--- src/rtl/phy_tx_lane_striper.sv ---
// -----------------------------------------------------------------------------
// phy_tx_lane_striper
//
// Transmit striper for the PHY TX path. Accepts WORD_W-bit words on a
// valid/ready handshake, hands them round-robin to LANES lanes and serialises
// each word MSB byte first, one byte per lane per clock. Words accepted while
// the link is inactive are diverted to the probe output instead.
//
// Optional build macro: PHY_TX_IDLE_FILL_EN
//   defined   - idle lanes drive IDLE_BYTE on data_out (valid_out low)
//   undefined - idle lanes drive 8'h00
//
// Ports:
//   clk_4f       in   1          clock, rising edge
//   reset        in   1          asynchronous reset, active low
//   data_input   in   WORD_W     input word
//   valid        in   1          data_input valid
//   active       in   1          1 = stripe to lanes, 0 = divert to probe
//   ready        out  1          word accepted this cycle when valid
//   data_out     out  LANES*8    lane i byte at [8i+7:8i]
//   valid_out    out  LANES      lane i byte valid
//   probe_out    out  WORD_W     last diverted word
//   probe_valid  out  1          one-cycle pulse after a diverted accept
// -----------------------------------------------------------------------------
module phy_tx_lane_striper #(
  parameter int         LANES     = 2,
  parameter int         WORD_W    = 32,
  parameter logic [7:0] IDLE_BYTE = 8'hBC
) (
  input  logic                 clk_4f,
  input  logic                 reset,
  input  logic [WORD_W-1:0]    data_input,
  input  logic                 valid,
  input  logic                 active,
  output logic                 ready,
  output logic [LANES*8-1:0]   data_out,
  output logic [LANES-1:0]     valid_out,
  output logic [WORD_W-1:0]    probe_out,
  output logic                 probe_valid
);

  localparam int BYTES = WORD_W / 8;
  localparam int PTR_W = (LANES > 1) ? $clog2(LANES) : 1;
  localparam int CNT_W = $clog2(BYTES + 1);

`ifdef PHY_TX_IDLE_FILL_EN
  localparam bit IDLE_FILL = 1'b1;
`else
  localparam bit IDLE_FILL = 1'b0;
`endif

  localparam logic [7:0] IDLE_VAL = IDLE_FILL ? IDLE_BYTE : 8'h00;

  logic [PTR_W-1:0]  lane_ptr;
  logic [CNT_W-1:0]  cnt   [LANES];
  logic [WORD_W-1:0] shreg [LANES];
  logic              run;
  logic              accept;
  logic              load_en;

  // run holds ready low until the first edge after reset release, so ready
  // never depends on the reset pin combinationally.
  // A lane can be reloaded while it still shows its last byte (cnt == 1),
  // which keeps back-to-back words on the same lane gap free.
  assign ready   = run & (~active | (cnt[lane_ptr] <= CNT_W'(1)));
  assign accept  = valid & ready;
  assign load_en = accept & active;

  always_ff @(posedge clk_4f or negedge reset) begin
    if (!reset) begin
      run         <= 1'b0;
      lane_ptr    <= '0;
      probe_out   <= '0;
      probe_valid <= 1'b0;
      data_out    <= '0;
      valid_out   <= '0;
      for (int i = 0; i < LANES; i++) begin
        cnt[i]   <= '0;
        shreg[i] <= '0;
      end
    end else begin
      run         <= 1'b1;
      probe_valid <= accept & ~active;

      if (accept && !active) begin
        probe_out <= data_input;
      end

      if (load_en) begin
        lane_ptr <= (lane_ptr == PTR_W'(LANES - 1)) ? '0 : lane_ptr + PTR_W'(1);
      end

      for (int i = 0; i < LANES; i++) begin
        if (cnt[i] != '0) begin
          data_out[8*i +: 8] <= shreg[i][WORD_W-1 -: 8];
          valid_out[i]       <= 1'b1;
        end else begin
          data_out[8*i +: 8] <= IDLE_VAL;
          valid_out[i]       <= 1'b0;
        end

        // A reload in the last-byte cycle overrides the shift; the last byte
        // has already been captured into data_out above.
        if (load_en && (lane_ptr == PTR_W'(i))) begin
          shreg[i] <= data_input;
          cnt[i]   <= CNT_W'(BYTES);
        end else if (cnt[i] != '0) begin
          shreg[i] <= shreg[i] << 8;
          cnt[i]   <= cnt[i] - CNT_W'(1);
        end
      end
    end
  end

endmodule

--- config.mk ---
export PLATFORM = sky130hd
export DESIGN_NAME = phy_tx_lane_striper
export DESIGN_NICKNAME = d
export VERILOG_FILES = /design/src/rtl/phy_tx_lane_striper.sv
export SDC_FILE = /design/constraint.sdc
export NUM_CORES = 1
export LEC_CHECK = 0
export CAP_MARGIN = 20
export CORE_MARGIN = 4
export CORE_UTILIZATION = 48
export DETAILED_ROUTE_END_ITERATION = 12
export PLACE_DENSITY = 0.76
export SLEW_MARGIN = 40
export SYNTH_ARGS = -nofsm -noshare
export SYNTH_HDL_FRONTEND = slang
export SYNTH_SLANG_ARGS = --single-unit
--- constraint.sdc ---
create_clock -name clk_4f -period 1.75 [get_ports clk_4f]
set_input_delay 0.2625 -clock clk_4f [delete_from_list [all_inputs] [get_ports clk_4f]]
set_output_delay 0.2625 -clock clk_4f [all_outputs]
set_load 0.005 [all_outputs]
# Word-level counts from Yosys, hierarchy flattened

Index checks and enable logic that the tools add are counted.

$add $sub $neg: 3
Mux-type cells: 16
Shifts and indexed selects: 0
Bitwise logic cells: 8
Equality and inequality tests: 0
Multiply operators: 0
Reductions and logical operators: 8
$lt $le $gt $ge: 2
Divide/modulo/power cells: 0

Operator list:

| cell                                                      | count |
|---|---|
| two-way mux 32 bit                                        | 4 |
| two-way mux 3 bit                                         | 7 |
| two-way mux 8 bit                                         | 2 |
| nonzero test 3 bit                                        | 2 |
| subtractor 3 x 1 -> 3 bit (second input constant)         | 2 |
| bitwise AND 1 bit                                         | 4 |
| nonzero test 2 bit                                        | 2 |
| <= comparator 3 x 1 -> 1 bit (second input constant)      | 1 |
| logical AND 1 bit                                         | 3 |
| two-way mux 1 bit                                         | 3 |
| greater-or-equal comparator 2 bit (second input constant) | 1 |
| NOT 1 bit                                                 | 2 |
| NOT 1 -> 2 bit                                            | 1 |
| adder 1 bit (second input constant)                       | 1 |
| logical NOT 1 bit                                         | 1 |
| OR 1 bit                                                  | 1 |

Output and inout port bits: 52
Bits in latches: 0
Bits in read-only memories: 0
Memories kept: 0
Bits in registers: 123
RAM bits: 0

# Logic depth before layout (Yosys ltp)

Gate-level depths: netlist of run 1.

Word-level depth: 11
Mapped depth: 7

# Worst setup path before layout of run 1

No wires, ideal clock.

Path type: reg2reg
Start: register cnt[0] (netlist bit)
End: register shreg[23] (netlist bit)
Clock period less this slack: 1.694 ns
Path slack: 0.056 ns
Library setup time: 0.127 ns
Cell stages (with the launch flop): 7
Path buffers: 1
Data arrival time: 1.566 ns
Path through: dfrtp_1 > inv_1 > ha_1 > nor2b_2 > buf_2 > mux2_2 > mux2_1

Cells in the longest elaborated chain, start to end: 10

Ends and longest elaborated chain:

| what                                                            | line | text |
|---|---|---|
| from (decl)                                                     | 55   | `logic [CNT_W-1:0] cnt [LANES];` |
| from (signal, indexed assignment)                               | 106  | `cnt[i] <= CNT_W'(BYTES);` |
| from (signal, indexed assignment)                               | 109  | `cnt[i] <= cnt[i] - CNT_W'(1);` |
| two-way mux 3 bit (implied by the code) (3 in a row)            | 65   | `assign ready = run & (~active \| (cnt[lane_ptr] <= CNT_W'(1)));` |
| <= comparator 3 x 1 -> 1 bit                                    | 65   |  |
| OR 1 bit                                                        | 65   |  |
| bitwise AND 1 bit                                               | 65   |  |
| bitwise AND 1 bit                                               | 66   | `assign accept = valid & ready;` |
| bitwise AND 1 bit                                               | 67   | `assign load_en = accept & active;` |
| logical AND 1 bit                                               | 104  | `if (load_en && (lane_ptr == PTR_W'(i))) begin` |
| two-way mux 32 bit / nonzero test 2 bit (equally long branches) | --   |  |
| to (signal, indexed assignment)                                 | 105  | `shreg[i] <= data_input;` |
| to (signal, indexed assignment)                                 | 108  | `shreg[i] <= shreg[i] << 8;` |
| to (decl)                                                       | 56   | `logic [WORD_W-1:0] shreg [LANES];` |

Parallel ways exist; a longest one is shown, timed or not. The select of a mux whose other input is x is not followed.
A chain may end at the register's enable or synchronous reset.

# Final worst setup path of run 1

Start: register cnt[1] (netlist bit)
End: register shreg[20] (netlist bit)

Same word-level chain as after synthesis.

==> summary.txt, run 1 <==
Route
  • Total wire length: 13600 um
  • Vias: 3640
  • Vias per cell: 5.38
  • Initial DRC Count: 156
  • Avg WL per Cell: 20.1 um
  • # DRC: 0
  • DR pass1 iterations: 4
  • DRT antenna net count: 0

Synth
  • Synth Cell Area: 5200 sq um
  • Post-synth EDFFs: 0
  • Synthesized flop and latch total: 123
  • Post-synth top area cell: dfrtp_1
  • Synth top cells by count: dfrtp_1 (123), mux2_2 (61), o21ai_0 (40)
  • Synth unique cells: 31
  • Yosys warnings: 0
  • Mean post-synth cell area: 12.6 sq um
  • Cells after synthesis: 413
  • Synth top area share: 59.2%
  • Count leader, synth: dfrtp_1
  • Ys flop type: dfrtp_1
  • Post-synthesis async set-or-reset flop share: 100%
  • Mapped Nets: 453
  • Top cells by area, synth: dfrtp_1 (59%), mux2_2 (13%), mux2i_1 (6.4%)
  • Sequential area share after synthesis: 59.2%

Global route
  • Initial antenna violation count: 0
  • First-pass GRT wire length: 20700 um
  • Vias in the first global route: 3780
  • GRT Residual Overflow: 0
  • Largest net degree at the start of global routing: 42
  • Total track usage: 21.4%

Layout
  • Area Overhead vs Synth: 40.1%
  • Share of layout cells above drive strength 1: 27.2%
  • Final net count: 567
  • # diodes: 0

STA
  • Max-slew violations: 0
  • Minimum clock period: 1.78 ns
  • Final setup margin: -0.0317 ns
  • FMAX: 561 MHz
  • Final setup violation count: 13
  • RSZ-0062 raised after global routing: yes
  • Setup TNS: -0.173 ns
  • Period utilization: 102%
  • Clock skew: 0.00714 ns
  • Final hold violation count: 0

Worst setup path
  • Crit. End Element: flip-flop
  • Critical path, cell by cell: inv_2 -> ha_4 -> nor2b_4 -> inv_4 -> buf_12 -> mux2_4 -> mux2_4
  • Peak per-stage delay on the critical path: 0.42 ns
  • CP most frequent cell: mux2_4
  • Worst-path cell with the longest stage delay: dfrtp_1
  • Critical path arrival: 2.18 ns
  • CP Data Required Time: 2.14 ns
  • Reg2reg setup slack: -0.03 ns
  • Crit Path Class: flip-flop to flip-flop
  • CP Buf/Inv Count: 3
  • Crit-path leading delay family: multiplexers
  • CP Launch Point: cnt[1]$_DFFE_PN0P_
  • Kind of start point of the critical path: flip-flop
  • R2R cell count: 7
  • Capturing point of the worst reg2reg path: shreg[20]$_DFFE_PN0P_
  • RR Startpoint: cnt[1]$_DFFE_PN0P_
  • CP Max Fanout: 7

Die
  • Die Ht: 112 um
  • DIE AREA: 12600 sq um
  • # IOs: 88
  • Initial Util: 49.9%
  • Site Rows: 37
  • Horiz. Die Dim: 112 um
  • Core Area: 10400 sq um

Status
  • Failing checks: negative setup slack
  • Run status: finished with violations

Clocking
  • H-tree depth: 4
  • Root buf cell: clkbuf_8
  • Clk buf depth: 2
  • Num CTS Buffers: 17
  • TritonCTS clock tree: built
  • Clock sinks: 123
  • Clock-pin slew on the worst setup and hold paths: 0.06 ns
  • Worst-Skew Late Latency: 0.51 ns

Placed design
  • Routability cong.: 0.807
  • HPWL Detailed: 8580 um
  • Port buffer count: 87

Power
  • PD cells: 1410 nW/um^2
  • Maximum vdd ir drop: 0.706 mV
  • Total power draw: 10300 uW
  • Pleak: 0.00357 uW

Worst hold path
  • Worst min-delay path class: primary input to asynchronous set/reset pin

Job
  • Max_cap viols: 0
==> state kept, by name, summed over array words and instances (netlist names) <==
register and cells:
shreg 64, probe_valid 1, data_out 16, cnt 6, valid_out 2, probe_out 32
run 1, lane_ptr 1
==> metrics by stage <==
step / cell area (sq um) / instances / setup WS, ns / hold WS [ns] / utilization, %
global placement: 6380 / 633 / 0.0112 / 0.237 / 61.2
floorplan: 5200 / 413 / 0.0561 / -0.0331 / -
detailed placement: 6380 / 633 / -0.0605 / 0.234 / 61.2
global route: 7280 / 676 / -0.0889 / 0.261 / 69.9
finish: 7280 / 676 / -0.0317 / 0.233 / 69.9
CTS: 7070 / 668 / -0.0192 / 0.243 / 67.9
==> final cells by class <==
class / count / area (sq um)
fill: 707 / 3140
sequential: 123 / 3080
multi-input combinational: 249 / 2060
timing repair buffer: 121 / 1270
clock buffer: 21 / 449
clock inverter: 11 / 191
tap: 136 / 170
inverter: 15 / 58.8
==> placed cells by master, fill, tap and decap left out, types with 2 or more instances in the layout <==
cell type / count
clkdlybuf4s50_1: 85
inv_2: 3
inv_1: 11
and2_1: 16
nor2_1: 4
mux2_2: 42
clkbuf_16: 17
nand2_1: 30
bufinv_16: 5
mux2i_1: 33
mux2_4: 30
o21ai_0: 40
clkinvlp_4: 3
clkinv_2: 2
nor2b_1: 2
ha_1: 3
buf_4: 20
buf_6: 3
nand3_1: 32
clkbuf_8: 3
buf_12: 9
and3_1: 3
clkbuf_1: 2
dfrtp_1: 123
==> cells by family after synthesis <==
group | after synthesis | synth area share (%)
flops | 123 | 59.2
mux | 105 | 22.0
simple gates | 93 | 9.22
compound gates | 45 | 4.55
buf+inv | 41 | 3.83
fa+ha+maj | 4 | 0.963
other cells | 1 | 0.0722
xor+xnor | 1 | 0.169
==> what timing repair did <==
item                                    4_1_cts  5_1_grt
gates cloned                                  0        1
pin swaps                                     2        0
endpoints found under the setup margin       29       61
hold buffers                                  1        0
endpoints found under the hold margin        26        0
gates resized for setup                      15       34
buffers inserted                              3        7
==> worst max-delay path by stage <==
stage | endpoint | depth (start not counted)
after floorplan | shreg[23]$_DFFE_PN0P_ | 6
after global placement | shreg[13]$_DFFE_PN0P_ | 5
after detailed placement | shreg[27]$_DFFE_PN0P_ | 6
after CTS | shreg[47]$_DFFE_PN0P_ | 5
after global routing | ready | 4
final | shreg[20]$_DFFE_PN0P_ | 7
==> report_power, final <==
group          total (uW)  internal (uW)  switching [uW]
combinational        2820           1570            1250
clock                3810           2530            1280
sequential           3640           3330             305
==> worst register-to-register path: cells and delay by family, from the launching register on <==
| kind | cells | cell delay, ns |
|---|---|---|
| mux | 2 | 0.55 |
| flops | 1 | 0.42 |
| fa+ha+maj | 1 | 0.13 |
| simple gates | 1 | 0.23 |
| buf+inv | 3 | 0.35 |
==> metal layers <==
layer  GRT usage [%]  share of wire, %  vias up
met3            6.15               6.5       21
met1            27.9                42     1834
met4            6.25               1.3        0
met2            35.1                50      131
met5               0                 0        -
li1                -                 -     1654
Note: power is estimated with default switching activity, not from simulation.
==> inputs of run 2 (changes only) <==
--- a/config.mk
+++ b/config.mk
@@ -6,9 +6,10 @@
 export NUM_CORES = 1
 export LEC_CHECK = 0
 export CAP_MARGIN = 20
-export CORE_MARGIN = 4
+export CORE_MARGIN = 2
 export CORE_UTILIZATION = 48
 export DETAILED_ROUTE_END_ITERATION = 12
+export GPL_ROUTABILITY_DRIVEN = 0
 export PLACE_DENSITY = 0.76
 export SLEW_MARGIN = 40
 export SYNTH_ARGS = -nofsm -noshare
==> summary.txt, run 2 (synthesis gave the netlist of run 1 again) <==
Status
  • Run status: finished with violations
  • Failing checks: negative setup slack

Die
  • Horiz. Die Dim: 108 um
  • Site Rows: 37
  • Die Ht: 108 um
  • # IOs: 88
  • Initial Util: 49.9%
  • Core Area: 10400 sq um
  • DIE AREA: 11700 sq um

Clocking
  • Clk buf depth: 2
  • TritonCTS clock tree: built
  • Worst-Skew Late Latency: 0.51 ns
  • H-tree depth: 4
  • Clock-pin slew on the worst setup and hold paths: 0.06 ns
  • Root buf cell: clkbuf_8
  • Clock sinks: 123
  • Num CTS Buffers: 17

Placed design
  • Port buffer count: 87
  • Placed instance area: 6370 sq um
  • HPWL Detailed: 8470 um

Layout
  • Top Registers: shreg (64), probe_out (32), data_out (16)
  • Commonest non-fill, non-tap cells in the layout: dfrtp_1 (123), clkdlybuf4s50_1 (85), mux2_2 (56)
  • Area Overhead vs Synth: 36.7%
  • Final Instance Area: 7100 sq um
  • Commonest non-fill, non-tap cell in the layout: dfrtp_1
  • Top reg by flops: shreg
  • Max reg flops: 64
  • Area taken by multi-input logic gates: 1980 sq um
  • Share of layout cells above drive strength 1: 26.2%
  • Post-layout util: 68.2%
  • Sequential Area: 3080 sq um
  • # diodes: 0
  • FILL cells: 770
  • Final net count: 569

STA
  • Minimum clock period: 1.76 ns
  • FMAX: 569 MHz
  • Clock skew: 0.00917 ns
  • RSZ-0062 raised after global routing: yes
  • Final setup margin: -0.00802 ns
  • Period utilization: 100%
  • Max-slew violations: 0
  • Final hold violation count: 0
  • Setup TNS: -0.00802 ns
  • Final setup violation count: 1

Power
  • PD cells: 1350 nW/um^2
  • Pleak: 0.00348 uW
  • Sw Ratio: 27.6%
  • Clock power frac: 34.1%
  • Sw Pwr: 2650 uW
  • Maximum vdd ir drop: 0.687 mV
  • Total power draw: 9610 uW
  • Sequential share of power: 37.6%
  • Internal power: 6960 uW
  • Combinational Power Share: 28.2%

Worst setup path
  • Kind of start point of the critical path: flip-flop
  • Crit. End Element: output pin
  • CP Max Fanout: 3
  • Critical path arrival: 1.50 ns
  • CP Data Required Time: 1.49 ns
  • Crit Path Class: flip-flop to output pin

Route
  • # DRC: 0
  • Vias per cell: 5.36
  • Vias: 3630
  • DR pass1 iterations: 4
  • DRT antenna net count: 0
  • Total wire length: 12900 um
  • Avg WL per Cell: 19.1 um
  • Initial DRC Count: 180

Global route
  • Vias in the first global route: 3753
  • Largest net degree at the start of global routing: 45
  • First-pass GRT wire length: 19900 um
  • Initial antenna violation count: 0
  • Total track usage: 23.0%
  • GRT Residual Overflow: 0

Worst hold path
  • Worst min-delay path class: primary input to asynchronous set/reset pin

Job
  • Max_cap viols: 0
-- run 2: worst paths after layout --
kind	start	end	slack [ns]	depth (start not counted)
max in group asynchronous	reset	shreg[27]$_DFFE_PN0P_	0.94	3
setup / recovery	cnt[4]$_DFFE_PN0P_	ready	-0.008	4
setup reg to reg	cnt[0]$_DFFE_PN0P_	shreg[25]$_DFFE_PN0P_	0.04	6
hold reg to reg	shreg[25]$_DFFE_PN0P_	data_out[9]$_DFF_PN0_	0.48	1
min in group clk_4f	data_input[1]	shreg[1]$_DFFE_PN0P_	0.39	3
hold / removal	reset	data_out[0]$_DFF_PN0_	0.23	2
-- run 2: repair_timing --
action | in CTS | in global routing
pin swaps | 2 | 1
setup buffers | 0 | 5
gates resized for setup | 10 | 23
endpoints found under the setup margin | 26 | 48
cloned | 0 | 3
endpoints found under the hold margin | 26 | 0
hold buffers | 1 | 0
-- run 2: worst max-delay path, cell delays in order, from the launching register on --
cell and delay [ns]:
dfrtp_1 0.41, nor3_4 0.26, a21oi_2 0.06, a21boi_1 0.12
buf_2 0.12
-- run 2: cell type report --
class                      count  area share (%)
inverter                      15           0.828
multi-input combinational    249            27.9
clock buffer                  23            6.57
tap                          136            2.40
timing repair buffer         123            17.7
clock inverter                 8            1.30
sequential                   123            43.3
-- run 2: per-layer routing --
metal,up-vias,global-route usage (%),part of all wire [%]
met5,-,0,0
li1,1659,-,-
met2,132,38.7,50
met1,1824,29.3,42
met4,0,6.87,1.0
met3,15,6.33,6.4
-- run 2: power groups by stage --
stage                     sequential (uW)  combinational [uW]  clock, uW
final                                3620                2710       3280
after global routing                 3670                2930       3470
after CTS                            3610                2470       3320
after detailed placement             3640                2400          0
after global placement               3620                2330          0
after floorplan                      3610                1230          0
-- run 2: through the flow --
| stage | hold slack (ns) | setup slack [ns] | instances |
|---|---|---|---|
| after detailed placement | 0.220 | -0.0256 | 637 |
| after global routing | 0.249 | -0.0711 | 677 |
| after CTS | 0.222 | -0.0724 | 669 |
| final | 0.227 | -0.00802 | 677 |
| after global placement | 0.210 | 0.0182 | 637 |
| after floorplan | -0.0331 | 0.0561 | 413 |
